===== config.mk =====
export PLATFORM = sky130hd
export DESIGN_NAME = pool_max_fp16_lanes
export DESIGN_NICKNAME = d
export VERILOG_FILES = /design/src/rtl/pool_max_fp16_lanes_pkg.sv /design/src/rtl/pool_max_fp16_lanes_cmp.sv /design/src/rtl/pool_max_fp16_lanes.sv
export SDC_FILE = /design/constraint.sdc
export NUM_CORES = 1
export LEC_CHECK = 0
export CORE_AREA = 2 2 145 147
export CTS_CLUSTER_DIAMETER = 80
export DETAILED_ROUTE_END_ITERATION = 8
export DIE_AREA = 0 0 147 149
export SLEW_MARGIN = 30
export SYNTH_ARGS = -nofsm -noshare
export SYNTH_HDL_FRONTEND = slang
export SYNTH_SLANG_ARGS = --single-unit

===== constraint.sdc =====
create_clock -name clk -period 5.35 [get_ports clk]
set_input_delay 1.605 -clock clk [delete_from_list [all_inputs] [get_ports clk]]
set_output_delay 1.605 -clock clk [all_outputs]
set_load 0.02 [all_outputs]

===== src/rtl/pool_max_fp16_lanes_pkg.sv =====
// Shared FP16 constants, FSM state encoding and small FP16 helpers for the
// multi-lane max-pooling unit.
package pool_max_fp16_lanes_pkg;

    localparam logic [15:0] FP16_POS_ZERO = 16'h0000;
    localparam logic [15:0] FP16_QNAN     = 16'h7E00;
    localparam logic [15:0] FP16_POS_INF  = 16'h7C00;
    localparam logic [15:0] FP16_NEG_INF  = 16'hFC00;
    localparam logic [4:0]  FP16_EXP_ONES = 5'h1F;

    typedef enum logic [1:0] {
        IDLE = 2'd0,
        ACC  = 2'd1,
        HOLD = 2'd2
    } state_t;

    function automatic logic fp16_is_nan(input logic [15:0] x);
        return (x[14:10] == FP16_EXP_ONES) && (x[9:0] != 10'd0);
    endfunction

    // Monotonic unsigned key: larger key means larger FP16 value (NaN excluded).
    // Negative values are bit-inverted so larger magnitudes sort lower.
    function automatic logic [15:0] fp16_order_key(input logic [15:0] x);
        return x[15] ? ~x : {1'b1, x[14:0]};
    endfunction

    function automatic logic [15:0] fp16_relu(input logic [15:0] x);
        return (x[15] && !fp16_is_nan(x)) ? FP16_POS_ZERO : x;
    endfunction

endpackage


===== src/rtl/pool_max_fp16_lanes_cmp.sv =====
// fp16_max_cmp: combinational FP16 max of an incumbent and a candidate.
// NaN candidates are skipped, a NaN incumbent is replaced, ties keep the incumbent.
module fp16_max_cmp
    import pool_max_fp16_lanes_pkg::*;
(
    input  logic [15:0] inc_in,
    input  logic [15:0] cand_in,
    output logic [15:0] max_out
);

    logic inc_nan;
    logic cand_nan;
    logic both_zero;
    logic cand_gt;

    assign inc_nan   = fp16_is_nan(inc_in);
    assign cand_nan  = fp16_is_nan(cand_in);
    // -0 and +0 have distinct keys, so equal zeros are filtered out explicitly.
    assign both_zero = (inc_in[14:0] == 15'd0) && (cand_in[14:0] == 15'd0);
    assign cand_gt   = !both_zero && (fp16_order_key(cand_in) > fp16_order_key(inc_in));

    always_comb begin
        max_out = inc_in;
        if (!cand_nan && (inc_nan || cand_gt)) begin
            max_out = cand_in;
        end
    end

endmodule


===== src/rtl/pool_max_fp16_lanes.sv =====
// Multi-lane FP16 max-pooling accumulator with a shared window counter and
// valid/ready handshakes. Optional fused ReLU on the output when POOL_RELU_EN is defined.
module pool_max_fp16_lanes
    import pool_max_fp16_lanes_pkg::*;
#(
    parameter int LANES  = 4,
    parameter int CNT_W  = 8,
    parameter int DATA_W = 16
) (
    input  logic                    clk,
    input  logic                    rst,
    input  logic [CNT_W-1:0]        win_num,
    input  logic                    in_valid,
    output logic                    in_ready,
    input  logic [LANES*DATA_W-1:0] in_data,
    output logic                    out_valid,
    input  logic                    out_ready,
    output logic [LANES*DATA_W-1:0] out_data,
    output logic [LANES-1:0]        out_nan,
    output logic                    busy
);

    generate
        if (DATA_W != 16) begin : g_bad_width
            $error("pool_max_fp16_lanes: DATA_W must be 16 (binary16)");
        end
    endgenerate

    state_t                  state_q, state_d;
    logic [LANES*DATA_W-1:0] acc_q, acc_d;
    logic [LANES-1:0]        nan_q, nan_d;
    logic [CNT_W-1:0]        len_q, len_d;
    logic [CNT_W-1:0]        cnt_q, cnt_d;

    logic [LANES*DATA_W-1:0] in_canon;
    logic [LANES*DATA_W-1:0] cmp_max;
    logic [LANES-1:0]        in_nan;
    logic [CNT_W-1:0]        cnt_inc;
    logic [CNT_W-1:0]        win_len;
    logic                    start_win;
    logic                    step_win;

    genvar gi;
    generate
        for (gi = 0; gi < LANES; gi++) begin : g_lane
            logic [DATA_W-1:0] lane_in;
            logic [DATA_W-1:0] lane_acc;

            assign lane_in  = in_data[gi*DATA_W +: DATA_W];
            assign lane_acc = acc_q[gi*DATA_W +: DATA_W];
            assign in_nan[gi] = fp16_is_nan(lane_in);
            // A NaN first element is stored as the canonical quiet NaN, so an
            // all-NaN window naturally emits 7E00.
            assign in_canon[gi*DATA_W +: DATA_W] = in_nan[gi] ? FP16_QNAN : lane_in;

            fp16_max_cmp u_cmp (
                .inc_in  (lane_acc),
                .cand_in (lane_in),
                .max_out (cmp_max[gi*DATA_W +: DATA_W])
            );

`ifdef POOL_RELU_EN
            assign out_data[gi*DATA_W +: DATA_W] = fp16_relu(lane_acc);
`else
            assign out_data[gi*DATA_W +: DATA_W] = lane_acc;
`endif
        end
    endgenerate

    assign cnt_inc = cnt_q + CNT_W'(1);
    assign win_len = (win_num == '0) ? CNT_W'(1) : win_num;
    assign out_nan = nan_q;

    always_comb begin
        state_d   = state_q;
        acc_d     = acc_q;
        nan_d     = nan_q;
        len_d     = len_q;
        cnt_d     = cnt_q;
        in_ready  = 1'b0;
        out_valid = 1'b0;
        busy      = 1'b0;
        start_win = 1'b0;
        step_win  = 1'b0;

        case (state_q)
            IDLE: begin
                in_ready  = 1'b1;
                start_win = in_valid;
            end
            ACC: begin
                in_ready = 1'b1;
                busy     = 1'b1;
                step_win = in_valid;
            end
            HOLD: begin
                out_valid = 1'b1;
                in_ready  = out_ready;
                if (out_ready) begin
                    if (in_valid) begin
                        start_win = 1'b1;
                    end else begin
                        state_d = IDLE;
                    end
                end
            end
            default: begin
                state_d = IDLE;
            end
        endcase

        // A new window may start from IDLE or straight out of HOLD (zero bubble).
        if (start_win) begin
            acc_d   = in_canon;
            nan_d   = in_nan;
            len_d   = win_len;
            cnt_d   = CNT_W'(1);
            state_d = (win_len == CNT_W'(1)) ? HOLD : ACC;
        end

        if (step_win) begin
            acc_d = cmp_max;
            nan_d = nan_q | in_nan;
            cnt_d = cnt_inc;
            if (cnt_inc == len_q) begin
                state_d = HOLD;
            end
        end
    end

    always_ff @(posedge clk) begin
        if (rst) begin
            state_q <= IDLE;
            acc_q   <= '0;
            nan_q   <= '0;
            len_q   <= '0;
            cnt_q   <= '0;
        end else begin
            state_q <= state_d;
            acc_q   <= acc_d;
            nan_q   <= nan_d;
            len_q   <= len_d;
            cnt_q   <= cnt_d;
        end
    end

endmodule


==> metrics <==
status finished, final reports clean; remaining routing DRC violations 0; static leakage 3.50 nW; Post-Synthesis Cell Area approximately 7000 um2; setup repair bufs after CTS 0; switching power of the nets ~0.00074 W; root buffer cell clkbuf_16; P per Cell Area between 200 and 250 nW/um2; ant diodes 0; proportion of power drawn by combinational gates between 30% and 40%; unrepaired setup endpoints after global routing no; global-route wire length before repair roughly 30000 um; clock slew seen by the registers of the worst setup and hold paths roughly 0.06 ns; Filler cells about 2100; largest clock skew in the final design about 0.0087 ns; cell repeated most along the worst path clkdlybuf4s50_1; Hold Path Cell Cnt 2; number of H-tree branching levels 3; horizontal extent of the die roughly 150 um; Synth Warn # 0; effective utilization at floorplan 34.1%; delay-heaviest family, CP buffers and inverters; die height about 150 um; 1st-pass router iterations 4; critical-path cell with the highest stage delay clkdlybuf4s50_1; Tightest Pin Transition slightly above 1 ns; number of core rows 53; top cell type by total area after synthesis dfxtp_1; Critical Path Source Type primary input; clock tree sinks 86; count of input and output buffers 146; first-iteration detailed-routing DRC count approximately 230; Slew Limit Fails 0; Crit path buffers/inverters 3; minimum period implied by the final worst setup slack ~4.6 ns; Clock Power Share between 20% and 30%; top cells by area in the synthesized netlist dfxtp_1 25%, ha_1 12%, mux2i_1 8.6%; share of synthesized registers carrying an async set or reset 0%; post-CTS sizing 0; summed negative setup slack over all endpoints 0 ns; full die area approximately 22000 um2; share of cells above drive strength 1 under 10%; Post-Route WL roughly 18000 um; total track usage between 15 and 20%; type of the setup path with the least slack primary input to output port; Max-slew headroom about a third; number of cells on the worst reg-to-reg path 9; #FFs+latches synth between 80 and 90; Post-Syn Instances just over 800; core footprint about 21000 um2; final critical-path setup slack ~0.72 ns; fraction of power spent switching nets between 30% and 40%; final estimated routing congestion in global placement between 0.7 and 0.8; synthesis-to-layout area growth 27.9%; number of enable flip-flop cells after synthesis 0; most frequent cells in the layout 145 x clkdlybuf4s50_1, 84 x dfxtp_1, 81 x nand2b_1; Max IR drop VDD about 0.00013 V; antenna violations before repair 0; most used flip-flop cell after synthesis dfxtp_1; vias just over 6000; number of stages on the worst setup path 4; pin count of the biggest net entering global routing 87; worst-case setup slack after placement ~0.68 ns; post-synth top area share approximately a quarter; average size of a mapped cell 8.70 um2; maximum net fanout on the critical path 3; Synthesized Nets approximately 950; proportion of power drawn by flip-flops and latches a little over a third; detail-routed via count per cell 5.07; Hold Violations, Final 0; number of buffers created by CTS 9; number of buffers between clock root and the deepest sink 2; largest stage delay on the critical path 0.66 ns; detail-routed net length per standard cell around 15 um; crit path cell chain clkdlybuf4s50_1 -> inv_1 -> o21ai_0 -> clkdlybuf4s50_1; Max Freq roughly 0.22 GHz; post-route clock period utilization just under 90%; placed wire-length estimate between 10000 and 15000 um; # hold bufs at CTS 0; overflow left after global routing 0; number of global-route vias before repair roughly 5700; arrival time worst endpoint just over 3 ns; number of top-level pins approximately 150; most frequent standard cell in the layout excluding fill and tap cells clkdlybuf4s50_1; count of endpoints failing setup in the final report 0; cell-internal power 0.00146 W; number of library cell types mapped by synthesis a little under 50; worst hold path type register to register; sequential cell area fraction in the yosys report 24.6%; NumNets Final around 1100; maxcap violations 0; Req. time, crit path between 3 and 4 ns; TritonCTS clock tree yes; clock latency of the later-clocked register in the worst-skew pair between 0.3 and 0.4 ns; Antenna Nets Post-Route 0; endpoint type of the worst setup path output port
==> power groups by stage <==
stage	registers [W]	clock network, W	logic [W]
4_1_cts	0.000776	0.000648	0.000794
3_3_place_gp	0.000789	0	0.000785
5_1_grt	0.000785	0.000676	0.000877
2_1_floorplan	0.000806	0	0.000489
3_5_place_dp	0.000790	0	0.000788
6_report	0.000775	0.000631	0.000787
==> worst paths after layout <==
check                             from                   endpoint  slack (ns)
max reg2reg  out_data[31]$_SDFFE_PP0P_  out_data[29]$_SDFFE_PP0P_        2.09
max                          out_ready                   in_ready        0.72
min              len_q[4]$_SDFFE_PP0P_      len_q[4]$_SDFFE_PP0P_        0.47
min reg2reg      len_q[4]$_SDFFE_PP0P_      len_q[4]$_SDFFE_PP0P_        0.47
==> worst reg2reg max path, cell delays in order, from the launching register on <==
cell	delay [ns]
dfxtp_1	0.94
xnor2_1	0.17
ha_1	0.32
nand4_1	0.15
nor3_1	0.10
a21boi_0	0.13
or4_1	0.56
a21oi_4	0.32
buf_4	0.29
mux2i_1	0.20
==> per-stage QoR <==
stage               util (%)  total power, W  hold slack (ns)  area (um2)  instances
floorplan                  -         0.00130            0.448        7010        805
global placement        42.2         0.00157            0.459        8680       1193
detailed placement      42.2         0.00158            0.464        8680       1193
CTS                     43.6         0.00222            0.472        8960       1206
global route            43.6         0.00234            0.502        8960       1206
finish                  43.6         0.00219            0.468        8960       1206
==> layout make-up <==
class / instances / area (um2) / area share (%)
Tap cell: 275 / 344 / 3.84
Clock inverter: 2 / 35.0 / 0.391
Multi-Input combinational cell: 665 / 5030 / 56.2
Timing Repair Buffer: 158 / 1550 / 17.3
Inverter: 9 / 33.8 / 0.377
Sequential cell: 86 / 1720 / 19.2
Clock buffer: 11 / 243 / 2.71
==> sequential cells by signal, indices dropped and copies added (netlist names) <==
name,flops
cnt_q,8
out_data,64
len_q,8
state_q,2
out_nan,4
==> cells by family (layout without fill, tap and decap cells) <==
kind of cell	Yosys count	count (layout)	share of synthesized area [%]
and+or+nand+nor	303	303	24.7
xor gates and xnor gates	127	127	16.1
AOI/OAI and AO/OA	106	106	10.3
DFF	86	86	24.6
adders and majority gates	65	65	11.6
muxes	64	64	9.22
buffers and inverters	54	180	3.57
==> per-layer routing <==
layer  routed length, um  share of wire, %  global-route usage, %  vias to the layer above
met1                8810                48                   22.6                     2871
li1                    -                 -                      -                     3099
met5                   0                 0                      0                        -
met4                 252               1.4                   4.86                        0
met2                8270                45                   26.6                      129
met3                 997               5.4                   3.18                       16
==> Yosys cell counts (3+ instances only) <==
library cell / count
a21oi_1: 47
a22oi_1: 4
nand2b_1: 81
ha_1: 65
dfxtp_1: 86
inv_1: 9
nor2b_1: 11
nand2_1: 47
nand3b_1: 21
a21oi_4: 4
nand3_1: 25
a21o_1: 8
or4_1: 4
a211oi_1: 4
nor4_1: 24
clkbuf_1: 36
o31ai_1: 4
mux2i_1: 60
o211ai_1: 4
o21ai_0: 16
and4_1: 8
nand4_1: 16
nor3_1: 11
xor2_1: 65
and3_1: 13
a21boi_0: 4
mux2_2: 4
nor2_1: 31
buf_6: 6
xnor2_1: 61
a2111oi_2: 3
Note: power is estimated with default switching activity, not from simulation.
